`config.mk`:
```
export PLATFORM = sky130hd
export DESIGN_NAME = vram_arbiter
export DESIGN_NICKNAME = d
export VERILOG_FILES = /design/src/rtl/vram_arbiter.sv
export SDC_FILE = /design/constraint.sdc
export NUM_CORES = 1
export LEC_CHECK = 0
export BUFFER_PORTS_ARGS = -buffer_cell sky130_fd_sc_hd__buf_2
export CAP_MARGIN = 20
export CORE_MARGIN = 2
export CORE_UTILIZATION = 60
export CTS_CLUSTER_DIAMETER = 40
export DETAILED_ROUTE_END_ITERATION = 16
export PLACE_DENSITY = 0.92
export RECOVER_POWER = 25
export SYNTH_ARGS = -nofsm -noshare
export SYNTH_HDL_FRONTEND = slang
export SYNTH_SLANG_ARGS = --single-unit
export TNS_END_PERCENT = 20
```
`constraint.sdc`:
```
create_clock -name CLOCK -period 7.3 [get_ports CLOCK]
set_input_delay 0.73 -clock CLOCK [delete_from_list [all_inputs] [get_ports CLOCK]]
set_output_delay 0.73 -clock CLOCK [all_outputs]
set_load 0.005 [all_outputs]
```
`src/rtl/vram_arbiter.sv`:
```
// Single-port video memory arbiter: VGA scan-out has priority, CPU writes are posted
// through a small FIFO, CPU reads block until served, and a starvation guard forces CPU slots.
module vram_arbiter #(
    parameter int AW           = 17,
    parameter int DW           = 8,
    parameter int FIFO_DEPTH   = 4,
    parameter int STARVE_LIMIT = 800
) (
    input  logic          CLOCK,
    input  logic          RESET_N,
    input  logic          vga_req,
    input  logic [AW-1:0] vga_addr,
    output logic [DW-1:0] vga_data,
    output logic          vga_miss,
    input  logic          cpu_req,
    input  logic          cpu_we,
    input  logic [AW-1:0] cpu_addr,
    input  logic [DW-1:0] cpu_wdata,
    output logic [DW-1:0] cpu_rdata,
    output logic          cpu_ack,
    output logic          cpu_busy,
    output logic [AW-1:0] mem_addr,
    output logic [DW-1:0] mem_wdata,
    output logic          mem_we,
    input  logic [DW-1:0] mem_rdata
);

    localparam int PW = $clog2(FIFO_DEPTH);
    localparam int CW = $clog2(STARVE_LIMIT + 1);
    localparam logic [CW-1:0] STARVE_MAX = CW'(STARVE_LIMIT);
    localparam logic [CW-1:0] CNT_ONE    = CW'(1);
    localparam logic [PW:0]   PTR_ONE    = (PW + 1)'(1);

    typedef enum logic [1:0] {IDLE, RD_PEND, RD_DATA} state_t;
    typedef enum logic [1:0] {GNT_NONE, GNT_VGA, GNT_DRAIN, GNT_READ} grant_t;

    state_t        state, state_next;
    grant_t        grant;

    logic [AW-1:0] fifo_addr [FIFO_DEPTH];
    logic [DW-1:0] fifo_data [FIFO_DEPTH];
    logic [PW:0]   wr_ptr, rd_ptr;
    logic          fifo_empty, fifo_full;

    logic [AW-1:0] rd_addr;
    logic [CW-1:0] starve_cnt;
    logic          wr_ack_q;
    logic [DW-1:0] rdata_q;
    logic [DW-1:0] vga_hold;
    logic          last_vga;

    logic          sample, wr_accept, rd_accept;
    logic          cpu_work, forced, cpu_slot;

    always_comb begin
        fifo_empty = (wr_ptr == rd_ptr);
        fifo_full  = (wr_ptr[PW] != rd_ptr[PW]) && (wr_ptr[PW-1:0] == rd_ptr[PW-1:0]);

        // The ack cycle must not sample, or a held request would be accepted twice.
        sample    = (state == IDLE) && !wr_ack_q;
        wr_accept = sample && cpu_req && cpu_we && !fifo_full;
        rd_accept = sample && cpu_req && !cpu_we;

        cpu_work = !fifo_empty || (state == RD_PEND);
        forced   = (starve_cnt == STARVE_MAX) && cpu_work;

        // Forced slots serve the FIFO head first so reads never overtake posted writes.
        grant = GNT_NONE;
        if (forced)
            grant = fifo_empty ? GNT_READ : GNT_DRAIN;
        else if (vga_req)
            grant = GNT_VGA;
        else if (!fifo_empty)
            grant = GNT_DRAIN;
        else if (state == RD_PEND)
            grant = GNT_READ;
        cpu_slot = (grant == GNT_DRAIN) || (grant == GNT_READ);

        state_next = state;
        case (state)
            IDLE:    if (rd_accept) state_next = RD_PEND;
            RD_PEND: if (grant == GNT_READ) state_next = RD_DATA;
            RD_DATA: state_next = IDLE;
            default: state_next = IDLE;
        endcase

        mem_addr  = vga_addr;
        mem_wdata = '0;
        mem_we    = 1'b0;
        case (grant)
            GNT_DRAIN: begin
                mem_addr  = fifo_addr[rd_ptr[PW-1:0]];
                mem_wdata = fifo_data[rd_ptr[PW-1:0]];
                mem_we    = 1'b1;
            end
            GNT_READ: mem_addr = rd_addr;
            default:  ;
        endcase

        // Read data is only valid the cycle after the read slot, so the read ack and
        // its data come straight from the memory in RD_DATA; rdata_q holds it afterwards.
        cpu_ack   = wr_ack_q || (state == RD_DATA);
        cpu_rdata = (state == RD_DATA) ? mem_rdata : rdata_q;
        vga_data  = last_vga ? mem_rdata : vga_hold;
        cpu_busy  = fifo_full;
    end

    always_ff @(posedge CLOCK) begin
        if (!RESET_N) begin
            state      <= IDLE;
            wr_ptr     <= '0;
            rd_ptr     <= '0;
            starve_cnt <= '0;
            wr_ack_q   <= 1'b0;
            rdata_q    <= '0;
            vga_miss   <= 1'b0;
            vga_hold   <= '0;
            last_vga   <= 1'b0;
        end else begin
            state <= state_next;
            if (wr_accept)
                wr_ptr <= wr_ptr + PTR_ONE;
            if (grant == GNT_DRAIN)
                rd_ptr <= rd_ptr + PTR_ONE;
            if (rd_accept)
                rd_addr <= cpu_addr;
            wr_ack_q <= wr_accept;
            if (state == RD_DATA)
                rdata_q <= mem_rdata;
            vga_miss <= forced && vga_req;
            last_vga <= (grant == GNT_VGA);
            if (last_vga)
                vga_hold <= mem_rdata;
            if (!cpu_work || cpu_slot)
                starve_cnt <= '0;
            else if (starve_cnt != STARVE_MAX)
                starve_cnt <= starve_cnt + CNT_ONE;
        end
    end

    always_ff @(posedge CLOCK) begin
        if (wr_accept) begin
            fifo_addr[wr_ptr[PW-1:0]] <= cpu_addr;
            fifo_data[wr_ptr[PW-1:0]] <= cpu_wdata;
        end
    end

endmodule

```
* Word level (Yosys, flattened, before mapping) *
Memory sizes are Yosys's and may differ from the RTL's. A register that Yosys moved wholly into a read port is not among the register bits.
Index checks and enable logic that the tools add are counted.

operators by class
  $add $sub $neg = 3
  $mul = 0
  divide/modulo/power cells = 0
  magnitude comparators = 0
  equality and inequality tests = 12
  shifts and indexed selects = 0
  mux-type cells = 19
  bitwise gates (word level) = 1
  reductions and logical operators = 21

operator list
  cell                                                    number
  case mux 17 bit (2 select lines)                        1
  two-way mux 8 bit                                       3
  two-way mux 2 bit                                       10
  adder 10 x 1 -> 10 bit (second input constant)          1
  equality test 10 bit (second input constant)            1
  inequality test 10 bit (second input constant)          1
  logical AND 1 bit                                       8
  adder 3 x 1 -> 3 bit (second input constant)            2
  equality test 2 bit (second input constant)             3
  zero test 1 bit                                         5
  equality test 2 x 1 -> 1 bit (second input constant)    2
  logical OR 1 bit                                        4
  two-way mux 1 bit                                       4
  case mux 2 bit (2 select lines)                         1
  AND reduction 2 bit                                     2
  equality test 3 bit                                     1
  equality test 2 bit                                     1
  zero test 2 bit                                         1
  inequality test 2 x 1 -> 1 bit (second input constant)  1
  inequality test 2 bit (second input constant)           1
  OR reduction 2 bit                                      1
  inequality test 1 bit                                   1
  NOT 1 bit                                               1

storage, ports and cells
  register bits = 54
  latch bits = 0
  bits in writable memories = 100
  ROM bits = 0
  bits of input ports = 55
  output and inout port bits = 45
  logic and storage cells = 68
  memories = 2

memory list
  memory     words  bits a word  read ports  clocked after Yosys merged registers in  wr ports  RTL line  RTL
  fifo_addr  4      17           1           1                                        1         40        logic [AW-1:0] fifo_addr [FIFO_DEPTH];
  fifo_data  4      8            1           1                                        1         41        logic [DW-1:0] fifo_data [FIFO_DEPTH];

* Longest topological paths before layout *
  depth in word-level cells = 9
  mapped depth = 7
  depth with buffers taken out = 6

* Least setup slack after synthesis *
OpenSTA, ideal clock, no wires.

  path kind = input -> register
  start point = input port cpu_req
  end point = register rd_addr[0] (enable)
  setup time = 0.418 ns
  data arrival time = 2.467 ns
  data required time = 6.882 ns
  slack = 4.415 ns
  stages = 2
  buffers on the path = 0
  cells stage by stage = nor4b_1 > nor3b_1

between the ends
  word-level cells in the longest chain between the ends = 3

RTL lines
  element                          RTL line  RTL
  from (decl)                      15        input logic cpu_req,
  logical AND 1 bit (2 in series)  62        rd_accept = sample && cpu_req && !cpu_we;
  AND reduction 2 bit (no line)    -
  to (signal assigned)             126       rd_addr <= cpu_addr;
  to (decl)                        45        logic [AW-1:0] rd_addr;

No other way between the ends.
A chain may end at the register's enable or synchronous reset.

* Final worst setup path *
  start point = register starve_cnt[0]
  end point = output port mem_addr[13]

between the ends
  word-level cells in the longest chain between the ends = 5
  elaborated cells between the ends (all ways) = 6
  those cells by class = eq/ne: 3; mux: 2; reduce/logical: 1

RTL lines
  element                             RTL line  RTL
  from (decl)                         46        logic [CW-1:0] starve_cnt;
  from (signal assigned)              137       starve_cnt <= starve_cnt + CNT_ONE;
  equality test 10 bit *              65        forced = (starve_cnt == STARVE_MAX) && cpu_work;
  logical AND 1 bit *                 65
  two-way mux 2 bit *                 69        if (forced)
  equality test 2 bit                 90        case (grant)
  case mux 17 bit (2 select lines) *  90
  to (decl)                           22        output logic [AW-1:0] mem_addr,

Mark *: on every way between the ends. The rest lies on a longest branch, timed or not.

==> metrics <==
grt total ovfl=0; Mapped Area=6299 sq um; final hold violation count=0; DIE AREA=11330 sq um; most frequent cells in the layout=edfxtp_1, buf_2, dfxtp_1; Worst-Skew Late Latency=0.53 ns; first-pass GRT wire length=about 21 mm; first drt pass iteration count=5; CTS Buffer Depth=2; Port Buffers=99; GR met3 Demand/Resource=0.06560; PnR Total Power=0.002070 W; WS Path Type=flop to output port; fill cell count=655; cell family with most CP delay=simple AND/OR/NAND/NOR gates; hold_buf cts=0; Final Slew Violations=0; Post-Layout Cell Count=640; Layout Area Growth over Synthesis=18.83%; remaining routing DRC violations=0; Final GP Congestion=0.8010; syn nets=449; maximum vdd drop=0.1815 mV; most common cell after layout, fill and taps aside=edfxtp_1; Starting Density=0.6129; Final ANT Viol Nets=0; multi-input combinational cell area=1878 sq um; post-synthesis area per instance=16.28 sq um; Fin Setup TNS=0 ns; fin crit share=0.5022; dpl cells=about 610; worst path required time=6.57 ns; Syn Inst Count=387; HPWL after DPL=7.846 mm; Post-synth EDFFs=117; TritonCTS clock tree=done; CTS Root Cell=clkbuf_8; vias in the first global route=about 4000; share of layout cells above drive strength 1=0.3373; status=finished clean; CTS clk-pin slew, worst paths=~0.07 ns; Tmin final=around 3.7 ns; busiest grt layer=met2; routed wire length=13.39 mm; nets@finish=between 500 and 600; gr usage total=0.2487; worst r2r src=wr_ptr[1]$_SDFFE_PN0N_; Wirelength per Cell=~21 um; initial antenna violation count=0; Num CTS Buffers=17; R2R setup slack=between 4 and 5 ns; largest net degree at the start of global routing=33; worst hold path class=input pin to flop; Buf/Inv on CP=2; die width=between 100 and 150 um; Worst setup SP type=flop; Std-Cell Rows=37; share of the yosys chip area belonging to registers=0.6818; die height=106.5 um; Post-synth ARST share=0; cells on worst reg2reg path=4; hold path cells=1; predominant post-synthesis flop cell=edfxtp_1; crit path cell chain=inv_1 -> ha_1 -> nand4bb_1 -> o31a_4 -> nor3_4 -> a221o_1 -> buf_2; Post-CTS Setup Bufs=0; Setup WS post-layout=3.634 ns; via count=3832; Fin Hold WS=0.4406 ns; Hold Path End=rd_addr[12]$_DFFE_PP_; unrepaired setup endpoints after global routing=false; count of final setup violators=0; Unique masters post-synth=47; Max Clk Rate=272.8 MHz; r2r endpoint=fifo_addr[2][7]$_DFFE_PP_; diode count=0; slowest stage cell, crit path=nor3_4; dpl ws=between 4 and 5 ns; post-CTS sizing=0; worst-path fanout max=14; depth of the CTS H-tree=4; Leak=2.773 nW; Setup Skew=~0.0054 ns; Pwr per Cell Area=276.6 nW/um^2; Worst-Margin Slew=1.061 ns; Worst EP arrival=~3 ns; worst min-delay path startpoint=cpu_addr[12]; sequential cell area=about 4300 sq um; met1 Usage GRT=0.3060; CP endpoint kind=output port; CTS sink count=about 160; I/O pins=100; Max-Slew Margin vs Limit=0.2908; Synth Register Bits=156; routed vias/inst=5.988; max_cap viols=0; Ys Warns=0; Core Area=10280 sq um; Critical Path Max Stage Delay=approximately 0.65 ns; initial detailed-routing violation count=roughly 270; met2 GRT Util=0.4139
[area by class of cell]
type / count / share of cell area
Clock buffer: 17 / 0.05533
Clock inverter: 15 / 0.02340
Inverter: 8 / 0.004012
Multi-Input combinational cell: 202 / 0.2509
Sequential cell: 156 / 0.5739
Tap cell: 136 / 0.02273
Timing Repair Buffer: 106 / 0.06971
[stage by stage]
stage,util,area (sq um)
final,0.7283,7485
after global routing,0.7283,7485
after CTS,0.7308,7511
after detailed placement,0.6735,6922
after global placement,0.6735,6922
after floorplan,-,6299
[sequential cells by signal (all words and copies together) (netlist names), named ones only]
name        cells
vga_hold        8
vga_miss        1
fifo_data      32
rd_ptr          3
fifo_addr      68
starve_cnt     10
rdata_q         8
rd_addr        17
wr_ptr          3
state           2
last_vga        1
wr_ack_q        1
[cell families after synthesis]
group	Yosys count	share of synthesized area
AOI/OAI and AO/OA	42	0.05324
xor gates and xnor gates	12	0.01669
adders and majority gates	7	0.01390
buffers and inverters	29	0.02125
DFF	156	0.6818
muxes	42	0.1196
and+or+nand+nor	99	0.09356
[worst register-to-register path, stage by stage (launching register included)]
cell and delay, ns:
dfxtp_1 0.42, xor2_1 0.46, o311a_1 0.34, and2_1 0.60, buf_4 0.37
[power breakdown]
| group | internal [W] | total, W | switching, W |
|---|---|---|---|
| sequential | 0.000978 | 0.000999 | 0.0000211 |
| combinational | 0.0000957 | 0.000205 | 0.000109 |
| clock | 0.000519 | 0.000867 | 0.000348 |
[routing by layer]
| layer | up-vias | wire [um] |
|---|---|---|
| met5 | - | 0 |
| met3 | 35 | 1004 |
| met2 | 203 | 6879 |
| met1 | 1872 | 5164 |
| li1 | 1722 | - |
| met4 | 0 | 344 |
[worst max-delay path by stage]
stage / startpoint / endpoint / slack [ns] / cells past startpoint
after global routing: starve_cnt[0]$_SDFFE_PP0P_ / mem_addr[13] / 3.51 / 7
after floorplan: cpu_req / rd_addr[0]$_DFFE_PP_ / 4.41 / 2
after detailed placement: vga_req / mem_addr[1] / 4.07 / 6
after global placement: vga_req / mem_addr[15] / 4.05 / 6
final: starve_cnt[0]$_SDFFE_PP0P_ / mem_addr[13] / 3.63 / 7
after CTS: starve_cnt[0]$_SDFFE_PP0P_ / mem_addr[13] / 3.66 / 8
[synthesized netlist by cell type, drive strengths merged, types with 2 or more instances]
master	count	area, sq um
xor2	10	87.58
a221o	13	130.1
dfxtp	39	780.8
edfxtp	117	3513
xnor2	2	17.52
mux2	16	180.2
mux4	25	563.0
nor3	3	26.28
a21oi	12	60.06
nand2b	2	12.51
or3	4	31.28
nor2	13	48.80
nand3	5	25.02
and2	19	118.9
o21ai	7	35.03
ha	7	87.58
nand2	12	47.55
nand4	4	25.02
buf	9	58.80
clkbuf	12	45.04
inv	8	30.03
nor4	4	25.02
a41oi	4	35.03
nor2b	2	12.51
and3	23	145.1
No activity file was read; power rests on OpenSTA's default activity.
